<file path="config.mk">
export PLATFORM = sky130hd
export DESIGN_NAME = fetch_ctrl
export DESIGN_NICKNAME = d
export VERILOG_FILES = /design/src/rtl/fetch_ctrl.sv
export SDC_FILE = /design/constraint.sdc
export NUM_CORES = 1
export LEC_CHECK = 0
export ABC_AREA = 1
export CORE_UTILIZATION = 40
export CTS_BUF_LIST = sky130_fd_sc_hd__clkbuf_4 sky130_fd_sc_hd__clkbuf_8 sky130_fd_sc_hd__clkbuf_16
export CTS_CLUSTER_DIAMETER = 80
export DETAILED_ROUTE_END_ITERATION = 7
export GPL_TIMING_DRIVEN = 0
export PLACE_DENSITY = 0.71
export SLEW_MARGIN = 10
export SYNTH_ARGS = -nofsm -noshare
export SYNTH_HDL_FRONTEND = slang
export SYNTH_SLANG_ARGS = --single-unit
</file>
<file path="constraint.sdc">
create_clock -name clk -period 5.1 [get_ports clk]
set_clock_uncertainty 0.2 [all_clocks]
set_input_delay 1.02 -clock clk [delete_from_list [all_inputs] [get_ports clk]]
set_output_delay 1.02 -clock clk [all_outputs]
set_load 0.01 [all_outputs]
</file>
<file path="src/rtl/fetch_ctrl.sv">
// Fetch controller: sequences icache miss fills and steers the PC incrementer
// (stall, PCSrc, PC_branch) for branch and exception redirects. Redirects that
// cannot issue immediately are parked in a single-entry pending register.
// Optional feature: define FETCH_STALL_CNT_EN to implement the saturating
// stall_cycles performance counter; otherwise stall_cycles is tied to zero.
//
// state | meaning
// RUN   | normal fetch; redirects issue here, a miss launches a fill
// FILL  | line fill requested, waiting for ic_ready (timeout counter runs)
// RETRY | one-cycle drop of the fill request after a timeout, then re-FILL
module fetch_ctrl #(
    parameter logic [31:0] EXC_VECTOR   = 32'd8000,
    parameter int unsigned FILL_TIMEOUT = 64
) (
    input  logic        clk,
    input  logic        reset,
    input  logic        hazard_stall,
    input  logic        ic_miss,
    input  logic        ic_ready,
    input  logic        br_taken,
    input  logic [31:0] br_target,
    input  logic        exc_valid,
    output logic        stall,
    output logic        PCSrc,
    output logic [31:0] PC_branch,
    output logic        ic_fill_req,
    output logic        redirect_pending,
    output logic [31:0] stall_cycles
);

    localparam int unsigned CW = (FILL_TIMEOUT > 1) ? $clog2(FILL_TIMEOUT) : 1;
    localparam logic [CW-1:0] CNT_LAST = CW'(FILL_TIMEOUT - 1);

    typedef enum logic [1:0] {
        RUN   = 2'd0,
        FILL  = 2'd1,
        RETRY = 2'd2
    } state_t;

    state_t        state_q, state_d;
    logic [CW-1:0] cnt_q, cnt_d;
    logic          pend_valid_q, pend_valid_d;
    logic          pend_exc_q, pend_exc_d;
    logic [31:0]   pend_tgt_q, pend_tgt_d;

    logic          new_redir;
    logic [31:0]   new_tgt;
    logic          issued_new;

    assign new_redir        = exc_valid | br_taken;
    assign new_tgt          = exc_valid ? EXC_VECTOR : br_target;
    assign redirect_pending = pend_valid_q;

    // State, timeout counter and pending redirect registers.
    always_ff @(posedge clk or negedge reset) begin
        if (!reset) begin
            state_q      <= RUN;
            cnt_q        <= '0;
            pend_valid_q <= 1'b0;
            pend_exc_q   <= 1'b0;
            pend_tgt_q   <= '0;
        end else begin
            state_q      <= state_d;
            cnt_q        <= cnt_d;
            pend_valid_q <= pend_valid_d;
            pend_exc_q   <= pend_exc_d;
            pend_tgt_q   <= pend_tgt_d;
        end
    end

    // Next-state, pending-register update and PC-incrementer steering.
    always_comb begin
        state_d      = state_q;
        cnt_d        = cnt_q;
        pend_valid_d = pend_valid_q;
        pend_exc_d   = pend_exc_q;
        pend_tgt_d   = pend_tgt_q;
        stall        = 1'b0;
        PCSrc        = 1'b0;
        PC_branch    = 32'd0;
        ic_fill_req  = 1'b0;
        issued_new   = 1'b0;

        unique case (state_q)
            RUN: begin
                if (!hazard_stall && pend_valid_q) begin
                    // Older parked redirect goes first; the slot frees on this edge.
                    PCSrc        = 1'b1;
                    PC_branch    = pend_tgt_q;
                    pend_valid_d = 1'b0;
                end else if (!hazard_stall && new_redir) begin
                    PCSrc      = 1'b1;
                    PC_branch  = new_tgt;
                    issued_new = 1'b1;
                end else begin
                    stall = hazard_stall | ic_miss;
                    if (ic_miss && !hazard_stall) begin
                        state_d = FILL;
                        cnt_d   = '0;
                    end
                end
            end
            FILL: begin
                stall       = 1'b1;
                ic_fill_req = 1'b1;
                if (ic_ready) begin
                    state_d = RUN;
                    cnt_d   = '0;
                end else if (cnt_q == CNT_LAST) begin
                    state_d = RETRY;
                    cnt_d   = '0;
                end else begin
                    cnt_d = cnt_q + 1'b1;
                end
            end
            RETRY: begin
                stall   = 1'b1;
                state_d = FILL;
                cnt_d   = '0;
            end
            default: begin
                state_d = RUN;
                cnt_d   = '0;
            end
        endcase

        // Park a redirect that could not issue. The slot is free if empty or
        // being drained this cycle; otherwise only an exception may displace
        // a parked branch.
        if (new_redir && !issued_new) begin
            if (!pend_valid_d || (exc_valid && !pend_exc_q)) begin
                pend_valid_d = 1'b1;
                pend_exc_d   = exc_valid;
                pend_tgt_d   = new_tgt;
            end
        end

        // Outputs are forced quiet while reset is asserted, independent of inputs.
        if (!reset) begin
            stall       = 1'b0;
            PCSrc       = 1'b0;
            PC_branch   = 32'd0;
            ic_fill_req = 1'b0;
        end
    end

`ifdef FETCH_STALL_CNT_EN
    logic [31:0] stall_cnt_q;

    // Saturating count of clock edges that see stall asserted.
    always_ff @(posedge clk or negedge reset) begin
        if (!reset) begin
            stall_cnt_q <= '0;
        end else if (stall && (stall_cnt_q != 32'hFFFF_FFFF)) begin
            stall_cnt_q <= stall_cnt_q + 32'd1;
        end
    end

    assign stall_cycles = stall_cnt_q;
`else
    assign stall_cycles = 32'd0;
`endif

endmodule
</file>
# After elaboration in Yosys (flattened, before gate mapping)

Index checks and enable logic that the tools add are counted.

Reduce and logical (&&, ||, !) cells: 15
Add/sub/neg operators: 1
Mux-type cells: 33
Equal/unequal tests: 7
Bitwise gates (word level): 2

Operators by type and width:

| kind                                           | count |
|---|---|
| 2-to-1 mux 32 bit                              | 5 |
| 2-to-1 mux 6 bit                               | 5 |
| 2-to-1 mux 1 bit                               | 15 |
| case mux 6 bit (2 select lines)                | 1 |
| 2-to-1 mux 2 bit                               | 5 |
| adder 6 x 1 -> 6 bit (second input constant)   | 1 |
| == test 6 bit (second input constant)          | 1 |
| != test 2 bit (second input constant)          | 3 |
| case mux 2 bit (3 select lines)                | 1 |
| logical AND 1 bit                              | 5 |
| logical NOT 1 bit                              | 4 |
| AND reduction 4 bit                            | 1 |
| != test 3 bit (second input constant)          | 1 |
| AND reduction 3 bit                            | 1 |
| == test 2 x 1 -> 1 bit (second input constant) | 1 |
| == test 2 bit (second input constant)          | 1 |
| logical NOT 2 bit                              | 1 |
| bitwise OR 1 bit                               | 2 |
| case mux 1 bit (2 select lines)                | 1 |
| AND reduction 2 bit                            | 1 |
| OR reduction 2 bit                             | 1 |
| logical OR 1 bit                               | 1 |

Word-level logic and storage cells: 63
Flip-flop bits (word level): 42

# Longest topological paths before layout

Word-level depth: 8
Depth in mapped cells: 11
Mapped depth without buffers: 9

# Worst setup path before layout

Ideal clock, no wire load.

Kind: input-to-output
Start point: input port exc_valid
End point: output port PC_branch[10]
Stages on the path: 8
Path slack: 2025 ps
Data required time: 3880 ps
Arrival time: 1855 ps
Path through: buf_4 > nor2_4 > inv_2 > nand2_1 > nor2_2 > buf_2 > a22oi_1 > nor2_1

Longest elaborated chain between the ends: 6

RTL lines:

| what                  | RTL line | RTL |
|---|---|---|
| start, declared       | 22       | `input logic exc_valid,` |
| bitwise OR 1 bit      | 50       | `assign new_redir = exc_valid \| br_taken;` |
| logical AND 1 bit     | 91       | `end else if (!hazard_stall && new_redir) begin` |
| 2-to-1 mux 32 bit (*) | 91       |  |
| 2-to-1 mux 32 bit (*) | 86       | `if (!hazard_stall && pend_valid_q) begin` |
| 2-to-1 mux 32 bit (*) | 84       | `unique case (state_q)` |
| 2-to-1 mux 32 bit (*) | 139      | `if (!reset) begin` |
| end, declared         | 25       | `output logic [31:0] PC_branch,` |

Mark *: on every way between the ends. The rest lies on a longest branch, timed or not.

# Worst setup path after layout

Start point: input port hazard_stall
End point: output port PC_branch[30]

Longest elaborated chain between the ends: 6

RTL lines:

| what                  | RTL line | RTL |
|---|---|---|
| start, declared       | 17       | `input logic hazard_stall,` |
| logical NOT 1 bit (*) | 86, 91   |  |
| logical AND 1 bit     | 91       |  |
| 2-to-1 mux 32 bit     | 91       |  |
| 2-to-1 mux 32 bit (*) | 86       |  |
| 2-to-1 mux 32 bit (*) | 84       |  |
| 2-to-1 mux 32 bit (*) | 139      |  |

Marks and branches as above.

==> flow_metrics.env <==
export IMPL_grt_pass1_wl_um=10900
export IMPL_ioPinCount=107
export IMPL_fin_nets=552
export IMPL_fp_dieW_um=85.5
export IMPL_post_cts_buffers=0
export IMPL_drt_pass1_iterations=5
export IMPL_fin_cells=589
export IMPL_ant_nets=0
export IMPL_synth_cells=396
export IMPL_yosysSeqAreaShare_pct=37.7
export IMPL_final_cell_area_um2=3850
export IMPL_ys_types=28
export IMPL_dpl_hpwl_um=4780
export IMPL_dpl_cell_area_um2=3750
export IMPL_num_rows=30
export IMPL_power_total_mw=1.37
export IMPL_crit_chain="clkdlybuf4s50_1 -> inv_2 -> nand2_1 -> nor2_2 -> buf_2 -> a22oi_1 -> nor2_1 -> clkdlybuf4s50_1"
export IMPL_grt_antenna_before_repair=0
export IMPL_crit_arrival_ns=2.93
export IMPL_grt_pass1_vias=2386
export IMPL_grt_use_total_pct=18.9
export IMPL_htree_num_levels=2
export IMPL_crit_path_start_kind="input pin"
export IMPL_drive_gt1_share_pct=14.5
export IMPL_critPathRequiredTime_ns=3.88
export IMPL_path_class="in -> out"
export IMPL_core_area_um2=6760
export IMPL_finalCritPeriodShare_pct=81.4
export IMPL_die_area_um2=7310
export IMPL_setup_violations_final=0
export IMPL_hold_path_class="reg -> reg"
export IMPL_cts_sinks=42
export IMPL_antenna_cells=0
export IMPL_wl_per_cell_um=11.1
export IMPL_grt_max_degree=35
export IMPL_worst_path_largest_cell_delay_ns=0.56
export IMPL_cts_tree="done"
export IMPL_vdd_drop_max_v=0.000163
export IMPL_postCtsHoldBufs=0
export IMPL_clk_latency_ns=0.29
export IMPL_maxSlewViolCount=0
export IMPL_hold_viol=0
export IMPL_drv_cap=0
export IMPL_portBuffers=73
export IMPL_start_util_pct=41.3
export IMPL_gp_congestion=0.714
export IMPL_drtIter0Drc=132
export IMPL_cts_root_buffer_cell="clkbuf_8"
export IMPL_die_h_um=85.5
export IMPL_crit_fanout=10
export IMPL_wl_um=6520
export IMPL_timing_fmax_ghz=0.241
export IMPL_min_period_ns=4.15
export IMPL_ys_warn_count=0
export IMPL_rsz0062_at_grt="no"
export IMPL_fillerInstances=678
export IMPL_remaining_drc_errors=0
export IMPL_via_per_inst=4.52
export IMPL_end_kind="primary output"
export IMPL_cts_resized=0
export IMPL_vias=2661
export IMPL_clk_transition_reported_paths_ns=0.08
export IMPL_syn_area_per_cell_um2=7.04
export IMPL_cts_buffers=5
export IMPL_whs_ns=0.285
export IMPL_max_clock_path_buffers=2
export IMPL_p_leak_nw=2.01
export IMPL_power_density_nw_per_um2=357
export IMPL_areaGrowthSynthToFinish_pct=37.9
export IMPL_status="finished clean"
export IMPL_yosys_register_bits=42
export IMPL_place_inst=581
export IMPL_overflow=0
export IMPL_syn_area_um2=2790
export IMPL_cp_slowest_cell="clkdlybuf4s50_1"
export IMPL_cpMostUsedCell="clkdlybuf4s50_1"
## area by class of cell
| class | count | area, um^2 | share of cell area (%) |
|---|---|---|---|
| clock inverter | 1 | 5.00 | 0.130 |
| inverter | 46 | 175 | 4.55 |
| buffer | 52 | 363 | 9.43 |
| clock buffer | 7 | 90.1 | 2.34 |
| timing repair buffer | 74 | 746 | 19.4 |
| multi-input combinational | 287 | 1320 | 34.2 |
| tap | 80 | 100 | 2.60 |
| sequential | 42 | 1050 | 27.3 |
## layer usage
metal,GRT usage (%),share of wire [%],vias to the layer above,routed length [um]
met2,30.2,47,75,3050
met5,0,0,-,0
met4,4.70,0.90,0,59
li1,-,-,1373,-
met3,3.95,5.1,7,334
met1,26.3,47,1206,3080
## state kept, by name (all words and copies together) (netlist names)
register / cells
state_q: 2
pend_tgt_q: 32
redirect_pending: 1
cnt_q: 6
pend_exc_q: 1
## cells by family (layout without fill, tap and decap cells)
group	after synthesis	in the layout	synth area share (%)
other cells	1	32	0.134
compound gates	46	46	11.2
simple gates	204	204	29.5
buf+inv	98	180	19.3
fa+ha+maj	5	5	2.24
flops	42	42	37.7
## synthesized netlist by cell type (all sizes together)
cell	count	area [um^2]
a21oi	4	20.0
a22oi	32	240
a31oi	1	6.26
and2	1	6.26
buf	46	339
clkbuf	6	23.8
conb	1	3.75
dfrtp	42	1050
ha	5	62.6
inv	46	175
nand2	117	449
nand3	6	35.0
nand4	1	6.26
nor2	71	277
nor3	1	5.00
o21ai	9	45.0
or2	7	43.8
## power breakdown
group | switching, mW | internal, mW | total [mW]
combinational | 0.341 | 0.272 | 0.613
sequential | 0.0725 | 0.460 | 0.533
clock | 0.112 | 0.115 | 0.226
total | 0.525 | 0.847 | 1.37
## critical path: cells and delay by family
kind | cells | cell delay [ns]
AND/OR/NAND/NOR | 3 | 0.36
AO/OA/AOI/OAI | 1 | 0.11
buffers and inverters | 4 | 1.44
## layout by cell type (no fill, tap or decap), types with 3 or more instances in the layout
master,n
clkdlybuf4s50_1,72
or2_2,7
buf_4,36
a21oi_1,4
nand2_1,115
clkbuf_8,6
clkbuf_1,5
ha_1,5
o21ai_0,8
dfrtp_1,42
conb_1,32
buf_2,8
a22oi_1,32
nor2_1,69
buf_6,3
inv_2,4
inv_1,41
nand3_1,5
## path summary, 6_finish.rpt
path	from	endpoint	slack (ns)	cells past startpoint
hold / removal	pend_tgt_q[9]	pend_tgt_q[9]	0.28	2
min in group asynchronous	reset	cnt_q[1]	0.41	1
setup / recovery	hazard_stall	PC_branch[30]	0.95	8
hold reg to reg	pend_tgt_q[9]	pend_tgt_q[9]	0.28	2
max in group asynchronous	reset	pend_tgt_q[23]	3.81	2
setup reg to reg	state_q[0]	pend_tgt_q[14]	3.18	10
## per-stage QoR
stage / utilization, % / TNS, ns / setup slack (ns)
2_1_floorplan: - / 0 / 2.02
3_3_place_gp: 55.3 / -22.28 / -0.737
3_5_place_dp: 55.5 / 0 / 0.947
4_1_cts: 56.9 / 0 / 0.934
5_1_grt: 56.9 / 0 / 0.813
6_report: 56.9 / 0 / 0.946
(Power assumes the default switching activity.)
